$ cat src/rtl/vram_arbiter.sv
// -----------------------------------------------------------------------------
// vram_arbiter
//
// Purpose:
//   Shares one single-port, synchronous-read video RAM between the video
//   scan-out fetch path and the Z80 CPU. Video fetches normally win a slot so
//   display timing is kept. The CPU uses the slots video leaves free. A wait
//   counter forces a CPU slot once the CPU has waited MAX_WAIT cycles. A
//   one-entry deferral buffer holds the video fetch that loses to such a
//   forced slot.
//
// Parameters:
//   AW        RAM / CPU byte address width
//   VAW       video fetch address width (vid_base supplies the top AW-VAW bits)
//   MAX_WAIT  CPU request cycles without a grant before a forced CPU slot
//
// Ports:
//   clk, n_reset          system clock, asynchronous active-low reset
//   vid_base              screen page, concatenated above vid_addr (no carry)
//   vid_req, vid_addr     one-cycle fetch strobe and its address
//   vid_data, vid_valid   fetched byte (held) and its one-cycle update pulse
//   vid_overrun           sticky flag: a video fetch was dropped
//   cpu_req, cpu_we       level request (held until cpu_ack), 1 = write
//   cpu_addr, cpu_wdata   CPU address and write data, stable while cpu_req
//   cpu_rdata, cpu_ack    read data and one-cycle completion pulse
//   n_wait                active-low Z80 WAIT
//   ram_addr/we/wdata     registered RAM command
//   ram_rdata             RAM read data, valid one clock after the address edge
// -----------------------------------------------------------------------------
module vram_arbiter #(
  parameter int AW       = 16,
  parameter int VAW      = 14,
  parameter int MAX_WAIT = 6
) (
  input  logic              clk,
  input  logic              n_reset,
  input  logic [AW-VAW-1:0] vid_base,
  input  logic              vid_req,
  input  logic [VAW-1:0]    vid_addr,
  output logic [7:0]        vid_data,
  output logic              vid_valid,
  output logic              vid_overrun,
  input  logic              cpu_req,
  input  logic              cpu_we,
  input  logic [AW-1:0]     cpu_addr,
  input  logic [7:0]        cpu_wdata,
  output logic [7:0]        cpu_rdata,
  output logic              cpu_ack,
  output logic              n_wait,
  output logic [AW-1:0]     ram_addr,
  output logic              ram_we,
  output logic [7:0]        ram_wdata,
  input  logic [7:0]        ram_rdata
);

  localparam int WCW = $clog2(MAX_WAIT + 1);
  localparam logic [WCW-1:0] WAIT_LIMIT = WCW'(MAX_WAIT);

  // Owner of the RAM slot decided at the current edge.
  typedef enum logic [1:0] {
    SLOT_IDLE,
    SLOT_VID,
    SLOT_CPU
  } slot_t;

  // What the data phase must do with ram_rdata as an access moves down the
  // two-stage tag pipeline.
  typedef enum logic [1:0] {
    TAG_IDLE,
    TAG_VID,
    TAG_CPU_RD,
    TAG_CPU_WR
  } tag_t;

  // RAM command registers
  logic [AW-1:0]  ramAddr_q,    ramAddr_d;
  logic           ramWe_q,      ramWe_d;
  logic [7:0]     ramWdata_q,   ramWdata_d;

  // Video return path
  logic [7:0]     vidData_q,    vidData_d;
  logic           vidValid_q,   vidValid_d;
  logic           vidOverrun_q, vidOverrun_d;

  // CPU return path and bookkeeping
  logic [7:0]     cpuRdata_q,   cpuRdata_d;
  logic           cpuAck_q,     cpuAck_d;
  logic           cpuBusy_q,    cpuBusy_d;
  logic [WCW-1:0] waitCnt_q,    waitCnt_d;

  // One-entry deferral buffer for a video fetch that lost to a forced CPU slot
  logic           deferVld_q,   deferVld_d;
  logic [AW-1:0]  deferAddr_q,  deferAddr_d;

  // Tag pipeline: stage 0 is the slot issued at E0, stage 1 the slot of E0-1
  tag_t           tag0_q,       tag0_d;
  tag_t           tag1_q,       tag1_d;

  logic           cpuPending;
  logic           forcedCpu;
  slot_t          slot;
  logic [AW-1:0]  vidFullAddr;

  assign vidFullAddr = {vid_base, vid_addr};

  // Slot arbitration. A CPU request counts as pending only while no CPU
  // access is in flight and the ack cycle has passed. This way a request that
  // is still held high during its own ack is not taken as a second access.
  always_comb begin
    cpuPending = cpu_req && !cpuBusy_q && !cpuAck_q;
    forcedCpu  = cpuPending && (waitCnt_q == WAIT_LIMIT);
    slot       = SLOT_IDLE;
    if (forcedCpu) begin
      slot = SLOT_CPU;
    end else if (deferVld_q || vid_req) begin
      slot = SLOT_VID;
    end else if (cpuPending) begin
      slot = SLOT_CPU;
    end
  end

  // Slot issue and deferral buffer management. An idle slot keeps the
  // address and only lowers the write enable.
  always_comb begin
    ramAddr_d    = ramAddr_q;
    ramWe_d      = 1'b0;
    ramWdata_d   = ramWdata_q;
    tag0_d       = TAG_IDLE;
    deferVld_d   = deferVld_q;
    deferAddr_d  = deferAddr_q;
    vidOverrun_d = vidOverrun_q;

    unique case (slot)
      SLOT_VID: begin
        tag0_d = TAG_VID;
        if (deferVld_q) begin
          // Serve the buffered fetch. A new request in the same cycle
          // refills the buffer, so no fetch is lost.
          ramAddr_d  = deferAddr_q;
          deferVld_d = vid_req;
          if (vid_req) begin
            deferAddr_d = vidFullAddr;
          end
        end else begin
          ramAddr_d = vidFullAddr;
        end
      end
      SLOT_CPU: begin
        ramAddr_d  = cpu_addr;
        ramWe_d    = cpu_we;
        ramWdata_d = cpu_wdata;
        if (cpu_we) begin
          tag0_d = TAG_CPU_WR;
        end else begin
          tag0_d = TAG_CPU_RD;
        end
        // Only a forced CPU slot can coincide with vid_req. Park the fetch,
        // or drop it and flag overrun when the buffer is already occupied.
        if (vid_req) begin
          if (deferVld_q) begin
            vidOverrun_d = 1'b1;
          end else begin
            deferVld_d  = 1'b1;
            deferAddr_d = vidFullAddr;
          end
        end
      end
      default: begin
      end
    endcase
  end

  // Data phase and CPU bookkeeping. A write has no data phase, so it acks
  // from stage 0 (E0+1). A read acks from stage 1 (E0+2) together with the
  // captured data.
  always_comb begin
    tag1_d     = tag0_q;
    cpuAck_d   = (tag0_q == TAG_CPU_WR) || (tag1_q == TAG_CPU_RD);
    cpuRdata_d = cpuRdata_q;
    vidData_d  = vidData_q;
    vidValid_d = 1'b0;
    if (tag1_q == TAG_CPU_RD) begin
      cpuRdata_d = ram_rdata;
    end
    if (tag1_q == TAG_VID) begin
      vidData_d  = ram_rdata;
      vidValid_d = 1'b1;
    end

    cpuBusy_d = cpuBusy_q;
    if (cpuAck_d) begin
      cpuBusy_d = 1'b0;
    end
    if (slot == SLOT_CPU) begin
      cpuBusy_d = 1'b1;
    end

    // The wait counter measures only slots the CPU actually lost.
    waitCnt_d = waitCnt_q;
    if (!cpu_req || (slot == SLOT_CPU)) begin
      waitCnt_d = '0;
    end else if (cpuPending && (waitCnt_q != WAIT_LIMIT)) begin
      waitCnt_d = waitCnt_q + 1'b1;
    end
  end

  // State registers
  always_ff @(posedge clk or negedge n_reset) begin
    if (!n_reset) begin
      ramAddr_q    <= '0;
      ramWe_q      <= 1'b0;
      ramWdata_q   <= '0;
      vidData_q    <= '0;
      vidValid_q   <= 1'b0;
      vidOverrun_q <= 1'b0;
      cpuRdata_q   <= '0;
      cpuAck_q     <= 1'b0;
      cpuBusy_q    <= 1'b0;
      waitCnt_q    <= '0;
      deferVld_q   <= 1'b0;
      deferAddr_q  <= '0;
      tag0_q       <= TAG_IDLE;
      tag1_q       <= TAG_IDLE;
    end else begin
      ramAddr_q    <= ramAddr_d;
      ramWe_q      <= ramWe_d;
      ramWdata_q   <= ramWdata_d;
      vidData_q    <= vidData_d;
      vidValid_q   <= vidValid_d;
      vidOverrun_q <= vidOverrun_d;
      cpuRdata_q   <= cpuRdata_d;
      cpuAck_q     <= cpuAck_d;
      cpuBusy_q    <= cpuBusy_d;
      waitCnt_q    <= waitCnt_d;
      deferVld_q   <= deferVld_d;
      deferAddr_q  <= deferAddr_d;
      tag0_q       <= tag0_d;
      tag1_q       <= tag1_d;
    end
  end

  assign ram_addr    = ramAddr_q;
  assign ram_we      = ramWe_q;
  assign ram_wdata   = ramWdata_q;
  assign vid_data    = vidData_q;
  assign vid_valid   = vidValid_q;
  assign vid_overrun = vidOverrun_q;
  assign cpu_rdata   = cpuRdata_q;
  assign cpu_ack     = cpuAck_q;
  // WAIT must follow cpu_req combinationally, including during reset.
  assign n_wait      = !(cpu_req && !cpuAck_q);

endmodule

$ cat config.mk
export PLATFORM = sky130hd
export DESIGN_NAME = vram_arbiter
export DESIGN_NICKNAME = d
export VERILOG_FILES = /design/src/rtl/vram_arbiter.sv
export SDC_FILE = /design/constraint.sdc
export NUM_CORES = 1
export LEC_CHECK = 0
export CORE_AREA = 4 4 85 103
export DETAILED_ROUTE_END_ITERATION = 8
export DIE_AREA = 0 0 89 107
export PLACE_DENSITY = 0.66
export SYNTH_ARGS = -nofsm -noshare
export SYNTH_HDL_FRONTEND = slang
export SYNTH_SLANG_ARGS = --single-unit
$ cat constraint.sdc
create_clock -name clk -period 3.7 [get_ports clk]
set_input_delay 0.37 -clock clk [delete_from_list [all_inputs] [get_ports clk]]
set_output_delay 0.37 -clock clk [all_outputs]
set_load 0.05 [all_outputs]
==> results of run 1 <==
## flip-flops by register name (all words and copies together), names as in the netlist, 2 cells and up
signal       flops
cpu_rdata        8
deferAddr_q     16
ram_addr        16
ram_wdata        8
tag0_q           2
tag1_q           2
vid_data         8
waitCnt_q        3
## synth_stat cells, drive strengths merged
| library cell | n | share of area [%] |
|---|---|---|
| a21boi | 1 | 0.25 |
| a21oi | 15 | 2.6 |
| a221oi | 3 | 0.87 |
| a2bb2oi | 13 | 3.8 |
| a31o | 1 | 0.29 |
| and2 | 1 | 0.21 |
| buf | 9 | 1.9 |
| clkbuf | 7 | 0.87 |
| clkinv | 2 | 0.25 |
| dfrtp | 69 | 57 |
| ha | 2 | 0.83 |
| inv | 1 | 0.12 |
| maj3 | 1 | 0.33 |
| mux2 | 32 | 13 |
| nand2 | 29 | 3.6 |
| nand2b | 2 | 0.42 |
| nand3 | 4 | 0.67 |
| nand4b | 1 | 0.29 |
| nor2 | 18 | 2.2 |
| nor2b | 1 | 0.21 |
| nor3 | 2 | 0.71 |
| nor3b | 1 | 0.42 |
| o21ai | 19 | 3.7 |
| o21bai | 3 | 0.75 |
| o22ai | 16 | 3.3 |
| or2 | 1 | 0.21 |
| or2b | 1 | 0.25 |
| or3b | 1 | 0.37 |
## report_power, final
group,internal [uW],total (uW),switching [uW]
Clock,486,772,286
Sequential,943,1050,105
Combinational,457,1280,823
Total,1890,3100,1210
## worst reg2reg max path, stage by stage (launching register included)
cell	delay, ns
dfrtp_1	0.39
inv_1	0.06
ha_1	0.21
and2_0	0.28
buf_4	0.25
o21ai_2	0.67
clkinv_1	0.49
nand2_1	0.19
nand2_1	0.08
## through the flow
step / instances / power [uW] / setup WS, ns
CTS: 449 / 3130 / 0.977
detailed placement: 433 / 2350 / 1.02
finish: 449 / 3100 / 0.977
global route: 449 / 3230 / 0.838
global placement: 433 / 2330 / 1.07
floorplan: 256 / 1870 / 1.78
## metal layers
| layer | share of wire (%) | track usage [%] | vias to the layer above |
|---|---|---|---|
| met5 | 0 | 0 | - |
| met1 | 43 | 21.1 | 1173 |
| met2 | 50 | 27.5 | 77 |
| met3 | 5.8 | 4.07 | 9 |
| met4 | 1.4 | 5.74 | 0 |
| li1 | - | - | 1110 |
## area by class of cell
cell class	instances	area, sq um	area share, %
clock buffers	11	151	3.52
clock inverters	5	106	2.48
inverters	3	11.3	0.262
multi-input cells	168	1190	27.7
flip-flops and latches	69	1730	40.2
well taps	92	115	2.68
repair buffers	101	996	23.2
## cell families (layout without fill, tap and decap cells)
group | count (synthesis) | after routing
AND/OR/NAND/NOR | 62 | 62
adder cells (fa/ha/maj) | 3 | 3
AO/OA/AOI/OAI | 71 | 71
flip-flops | 69 | 69
buffers and inverters | 19 | 120
multiplexers | 32 | 32
## how the worst max path moves through the flow
stage | start | to | slack, ns | cells after the start
6_report | waitCnt_q[0] | ram_wdata[6] | 0.98 | 8
5_1_grt | waitCnt_q[0] | ram_wdata[6] | 0.84 | 8
3_5_place_dp | vid_req | ram_wdata[6] | 1.02 | 7
4_1_cts | waitCnt_q[0] | ram_wdata[6] | 0.98 | 8
3_3_place_gp | cpu_req | deferAddr_q[4] | 1.07 | 5
2_1_floorplan | cpu_ack | deferAddr_q[0] | 1.78 | 5
==> results.sh, run 1 <==
export IMPL_critical_path_top_delay_family="buffers and inverters"
export IMPL_slew_headroom_pct=35.5
export IMPL_core_area_sq_um=7660
export IMPL_cpMostUsedCell="nand2_1"
export IMPL_final_common_cell="clkdlybuf4s50_1"
export IMPL_post_route_cell_area_sq_um=4300
export IMPL_worst_hold_path_type="in -> async"
export IMPL_finalCriticalPeriod_ns=2.72
export IMPL_cp_arrival_ns=2.95
export IMPL_routedWlPerCell_um=17.2
export IMPL_timing_critical_path_slowest_stage_cell="o21ai_2"
export IMPL_antenna_left=0
export IMPL_dieArea_sq_um=9520
export IMPL_leakage_power_summed_over_all_cells_uw=0.00188
export IMPL_final_min_period_over_clock_period_pct=73.6
export IMPL_cts_inserted_buffers=9
export IMPL_timing_rr_end="ram_wdata[6]"
export IMPL_reg2reg_slack_ns=0.98
export IMPL_finish_utilization_pct=56.1
export IMPL_pwr_dens_nw_per_um2=722
export IMPL_cp_end_kind="register"
export IMPL_insertedDiodeCount=0
export IMPL_simple_gate_share_of_the_synthesized_area_pct=9.60
export IMPL_final_hold_viol_count=0
export IMPL_tns_ns=0
export IMPL_gr_usage_all_layers_pct=16.7
export IMPL_start_util_pct=39.3
export IMPL_netlist_area_sq_um=3010
export IMPL_post_synthesis_share_of_cell_area_spent_on_full_adders_half_adders_and_majority_gates_pct=1.16
export IMPL_synth_nets=311
export IMPL_port_buffers=97
export IMPL_dieWidth_um=89
export IMPL_number_of_antenna_violations_at_the_first_check_in_global_routing=0
export IMPL_postCtsResizedCells=0
export IMPL_path_max_fanout=19
export IMPL_grt_setup_unrepaired="no"
export IMPL_ys_seq_elements=69
export IMPL_tritoncts="yes"
export IMPL_synth_sequential_area_ratio_pct=57.4
export IMPL_chipHeight_um=107
export IMPL_postSynthAreaPerCell_sq_um=11.8
export IMPL_timing_critical_path_from_type="register"
export IMPL_outcome="finished clean"
export IMPL_timing_clock_skew_ns=0.0118
export IMPL_routed_wirelength_um=7710
export IMPL_setup_violations=0
export IMPL_first_iter_violations=109
export IMPL_timing_max_transition_violations_final=0
export IMPL_crit_path_cell_trace="inv_1 > ha_1 > and2_0 > buf_4 > o21ai_2 > clkinv_1 > nand2_1 > nand2_1"
export IMPL_required_ns=3.93
export IMPL_finish_net_count=407
export IMPL_vdd_ir_drop_worst_v=0.000442
export IMPL_cts_root_buf="clkbuf_8"
export IMPL_first_global_vias=2438
export IMPL_fillerInstances=675
export IMPL_regToRegStartpoint="waitCnt_q[0]"
export IMPL_layout_common_cells="clkdlybuf4s50_1, dfrtp_1, nand2_1"
export IMPL_post_synth_xor_area_fraction_pct=0
export IMPL_worstSkewPairLatency_ns=0.35
export IMPL_clkSinkCount=69
export IMPL_worst_r2r_path_depth=8
export IMPL_via_per_instance_ratio=5.28
export IMPL_global_route_overflow_total=0
export IMPL_cts_clk_slew_worst_paths_ns=0.07
export IMPL_holdBufCountCts=0
export IMPL_placed_cell_area_sq_um=4040
export IMPL_syn_inst=256
export IMPL_route_vias_total=2369
export IMPL_hpwlAfterDp_um=5370
export IMPL_clock_tree_htree_level_count=3
export IMPL_place_gp_congestion=0.735
export IMPL_yosys_cell_types_count=35
export IMPL_max_stage_delay_ns=0.67
export IMPL_io_pins=98
export IMPL_cap_violations=0
export IMPL_placement_rows=35
export IMPL_fmax_mhz=367
export IMPL_whs_ns=0.174
export IMPL_worst_slew_pin_slew_ns=0.967
export IMPL_drcViolationCount=0
export IMPL_grt_max_degree=45
export IMPL_largest_family_of_logic_cells_by_synthesized_area="compound AO/OA/AOI/OAI gates"
export IMPL_max_clock_path_buffers=2
export IMPL_synth_compound_area_share_pct=15.5
export IMPL_post_cts_setup_bufs=0
export IMPL_fraction_of_final_layout_cells_with_drive_strength_greater_than_1_pct=17.1
export IMPL_critPathBufInv=3
export IMPL_area_growth_pct=42.7
export IMPL_wire_length_of_the_first_global_routing_pass_um=12200
export IMPL_dr_pass1_iters=4
export IMPL_synth_mux_area_share_pct=13.2
export IMPL_critPathKind="reg -> reg"
export IMPL_yosys_warnings=0
Note: power is estimated with default switching activity, not from simulation.
==> run 2: changes to the inputs <==
--- a/config.mk
+++ b/config.mk
@@ -8,7 +8,7 @@
 export CORE_AREA = 4 4 85 103
 export DETAILED_ROUTE_END_ITERATION = 8
 export DIE_AREA = 0 0 89 107
-export PLACE_DENSITY = 0.66
+export PLACE_DENSITY = 0.69
 export SYNTH_ARGS = -nofsm -noshare
 export SYNTH_HDL_FRONTEND = slang
 export SYNTH_SLANG_ARGS = --single-unit
==> constraint.sdc (replaced) <==
create_clock -name clk -period 2.38 [get_ports clk]
set_input_delay 0.238 -clock clk [delete_from_list [all_inputs] [get_ports clk]]
set_output_delay 0.238 -clock clk [all_outputs]
set_load 0.05 [all_outputs]
==> results.sh, run 2 (synthesized netlist as in run 1, its figures left out) <==
export IMPL_worstSkewPairLatency_ns=0.34
export IMPL_core_area_sq_um=7660
export IMPL_tritoncts="yes"
export IMPL_gr_usage_all_layers_pct=16.5
export IMPL_global_route_overflow_total=0
export IMPL_pwr_dens_nw_per_um2=1060
export IMPL_dieArea_sq_um=9520
export IMPL_cts_clk_slew_worst_paths_ns=0.08
export IMPL_vdd_ir_drop_worst_v=0.000613
export IMPL_whs_ns=0.377
export IMPL_worstSetupPathDepth=9
export IMPL_worst_slew_pin_slew_ns=0.745
export IMPL_fillerInstances=637
export IMPL_post_cts_setup_bufs=0
export IMPL_finalCriticalPeriod_ns=2.07
export IMPL_cts_inserted_buffers=9
export IMPL_area_growth_pct=44.0
export IMPL_required_ns=2.61
export IMPL_antenna_left=0
export IMPL_crit_path_cell_trace="inv_1 > ha_1 > and2_0 > buf_4 > o21ai_2 > buf_4 > clkinv_1 > nand2_1 > nand2_1"
export IMPL_number_of_antenna_violations_at_the_first_check_in_global_routing=0
export IMPL_timing_critical_path_slowest_stage_cell="dfrtp_1"
export IMPL_timing_critical_path_from_type="register"
export IMPL_critPathKind="reg -> reg"
export IMPL_cts_root_buf="clkbuf_8"
export IMPL_final_hold_viol_count=0
export IMPL_place_ws_ns=0.317
export IMPL_fraction_of_final_layout_cells_with_drive_strength_greater_than_1_pct=18.9
export IMPL_wire_length_of_the_first_global_routing_pass_um=12000
export IMPL_grt_setup_unrepaired="no"
export IMPL_holdBufCountCts=1
export IMPL_clock_tree_htree_level_count=3
export IMPL_route_vias_total=2377
export IMPL_timing_max_transition_violations_final=0
export IMPL_fmax_mhz=482
export IMPL_cp_arrival_ns=2.31
export IMPL_worst_slack_setup_final_ns=0.307
export IMPL_slew_headroom_pct=50.4
export IMPL_postCtsResizedCells=0
export IMPL_routedWlPerCell_um=16.6
export IMPL_finish_net_count=416
export IMPL_io_pins=98
export IMPL_chipHeight_um=107
export IMPL_cp_end_kind="register"
export IMPL_critPathBufInv=4
export IMPL_path_max_fanout=18
export IMPL_max_stage_delay_ns=0.40
export IMPL_grt_max_degree=40
export IMPL_worst_r2r_path_depth=9
export IMPL_placement_rows=35
export IMPL_dr_pass1_iters=4
export IMPL_first_iter_violations=116
export IMPL_start_util_pct=39.3
export IMPL_layout_common_cells="clkdlybuf4s50_1, dfrtp_1, nand2_1"
export IMPL_dieWidth_um=89
export IMPL_cap_violations=0
export IMPL_max_clock_path_buffers=2
export IMPL_insertedDiodeCount=0
export IMPL_worst_hold_path_type="reg -> reg"
export IMPL_critical_path_top_delay_family="buffers and inverters"
export IMPL_outcome="finished clean"
export IMPL_min_path_cells=0
export IMPL_clkSinkCount=69
export IMPL_via_per_instance_ratio=5.19
export IMPL_setup_violations=0
export IMPL_timing_clock_skew_ns=0.00624
export IMPL_power_uw=4580
export IMPL_routed_wirelength_um=7620
export IMPL_final_min_period_over_clock_period_pct=87.1
export IMPL_tns_ns=0
export IMPL_port_buffers=97
export IMPL_leakage_power_summed_over_all_cells_uw=0.00191
export IMPL_hpwlAfterDp_um=5480
export IMPL_drcViolationCount=0
export IMPL_place_gp_congestion=0.751
export IMPL_final_common_cell="clkdlybuf4s50_1"
export IMPL_first_global_vias=2457
## run 2: changes by cell type in the layout (fill, tap and decap cells not counted), sizes merged
cell	delta
clkbuf	-2
bufinv	-2
dlygate4sd3	+1
buf	+8
clkinv	+3
clkinvlp	+1
## run 2: cell type report
class / instances / area, sq um / share of cell area [%]
flip-flops and latches: 69 / 1730 / 39.8
multi-input cells: 168 / 1190 / 27.5
repair buffers: 110 / 1090 / 25.2
clock buffers: 9 / 124 / 2.86
well taps: 92 / 115 / 2.66
clock inverters: 7 / 76.3 / 1.76
inverters: 3 / 11.3 / 0.260
## run 2: per-stage QoR
step / area [sq um] / cells / utilization [%]
after floorplan: 3010 / 256 / -
after global placement: 4120 / 441 / 53.8
after detailed placement: 4120 / 441 / 53.8
after CTS: 4330 / 458 / 56.6
after global routing: 4330 / 458 / 56.6
final: 4330 / 458 / 56.6
## run 2: routing by layer
| metal | vias to the layer above | GRT usage (%) | routed length, um |
|---|---|---|---|
| met1 | 1163 | 20.3 | 3160 |
| li1 | 1130 | - | - |
| met3 | 14 | 3.31 | 389 |
| met2 | 70 | 27.4 | 3920 |
| met4 | 0 | 7.77 | 156 |
| met5 | - | 0 | 0 |
## run 2: final timing paths
check,startpoint,endpoint,slack [ns]
setup / recovery,waitCnt_q[0],ram_wdata[3],0.31
hold / removal,tag0_q[0],tag1_q[0],0.38
setup reg to reg,waitCnt_q[0],ram_wdata[3],0.31
hold reg to reg,tag0_q[0],tag1_q[0],0.38
max in group asynchronous,n_reset,ram_wdata[2],1.23
min in group asynchronous,n_reset,ram_addr[13],0.49
## run 2: power breakdown
group          total, uW  switching, uW  internal, uW
Combinational       2010           1270           733
Sequential          1620            156          1470
Clock                955            469           487
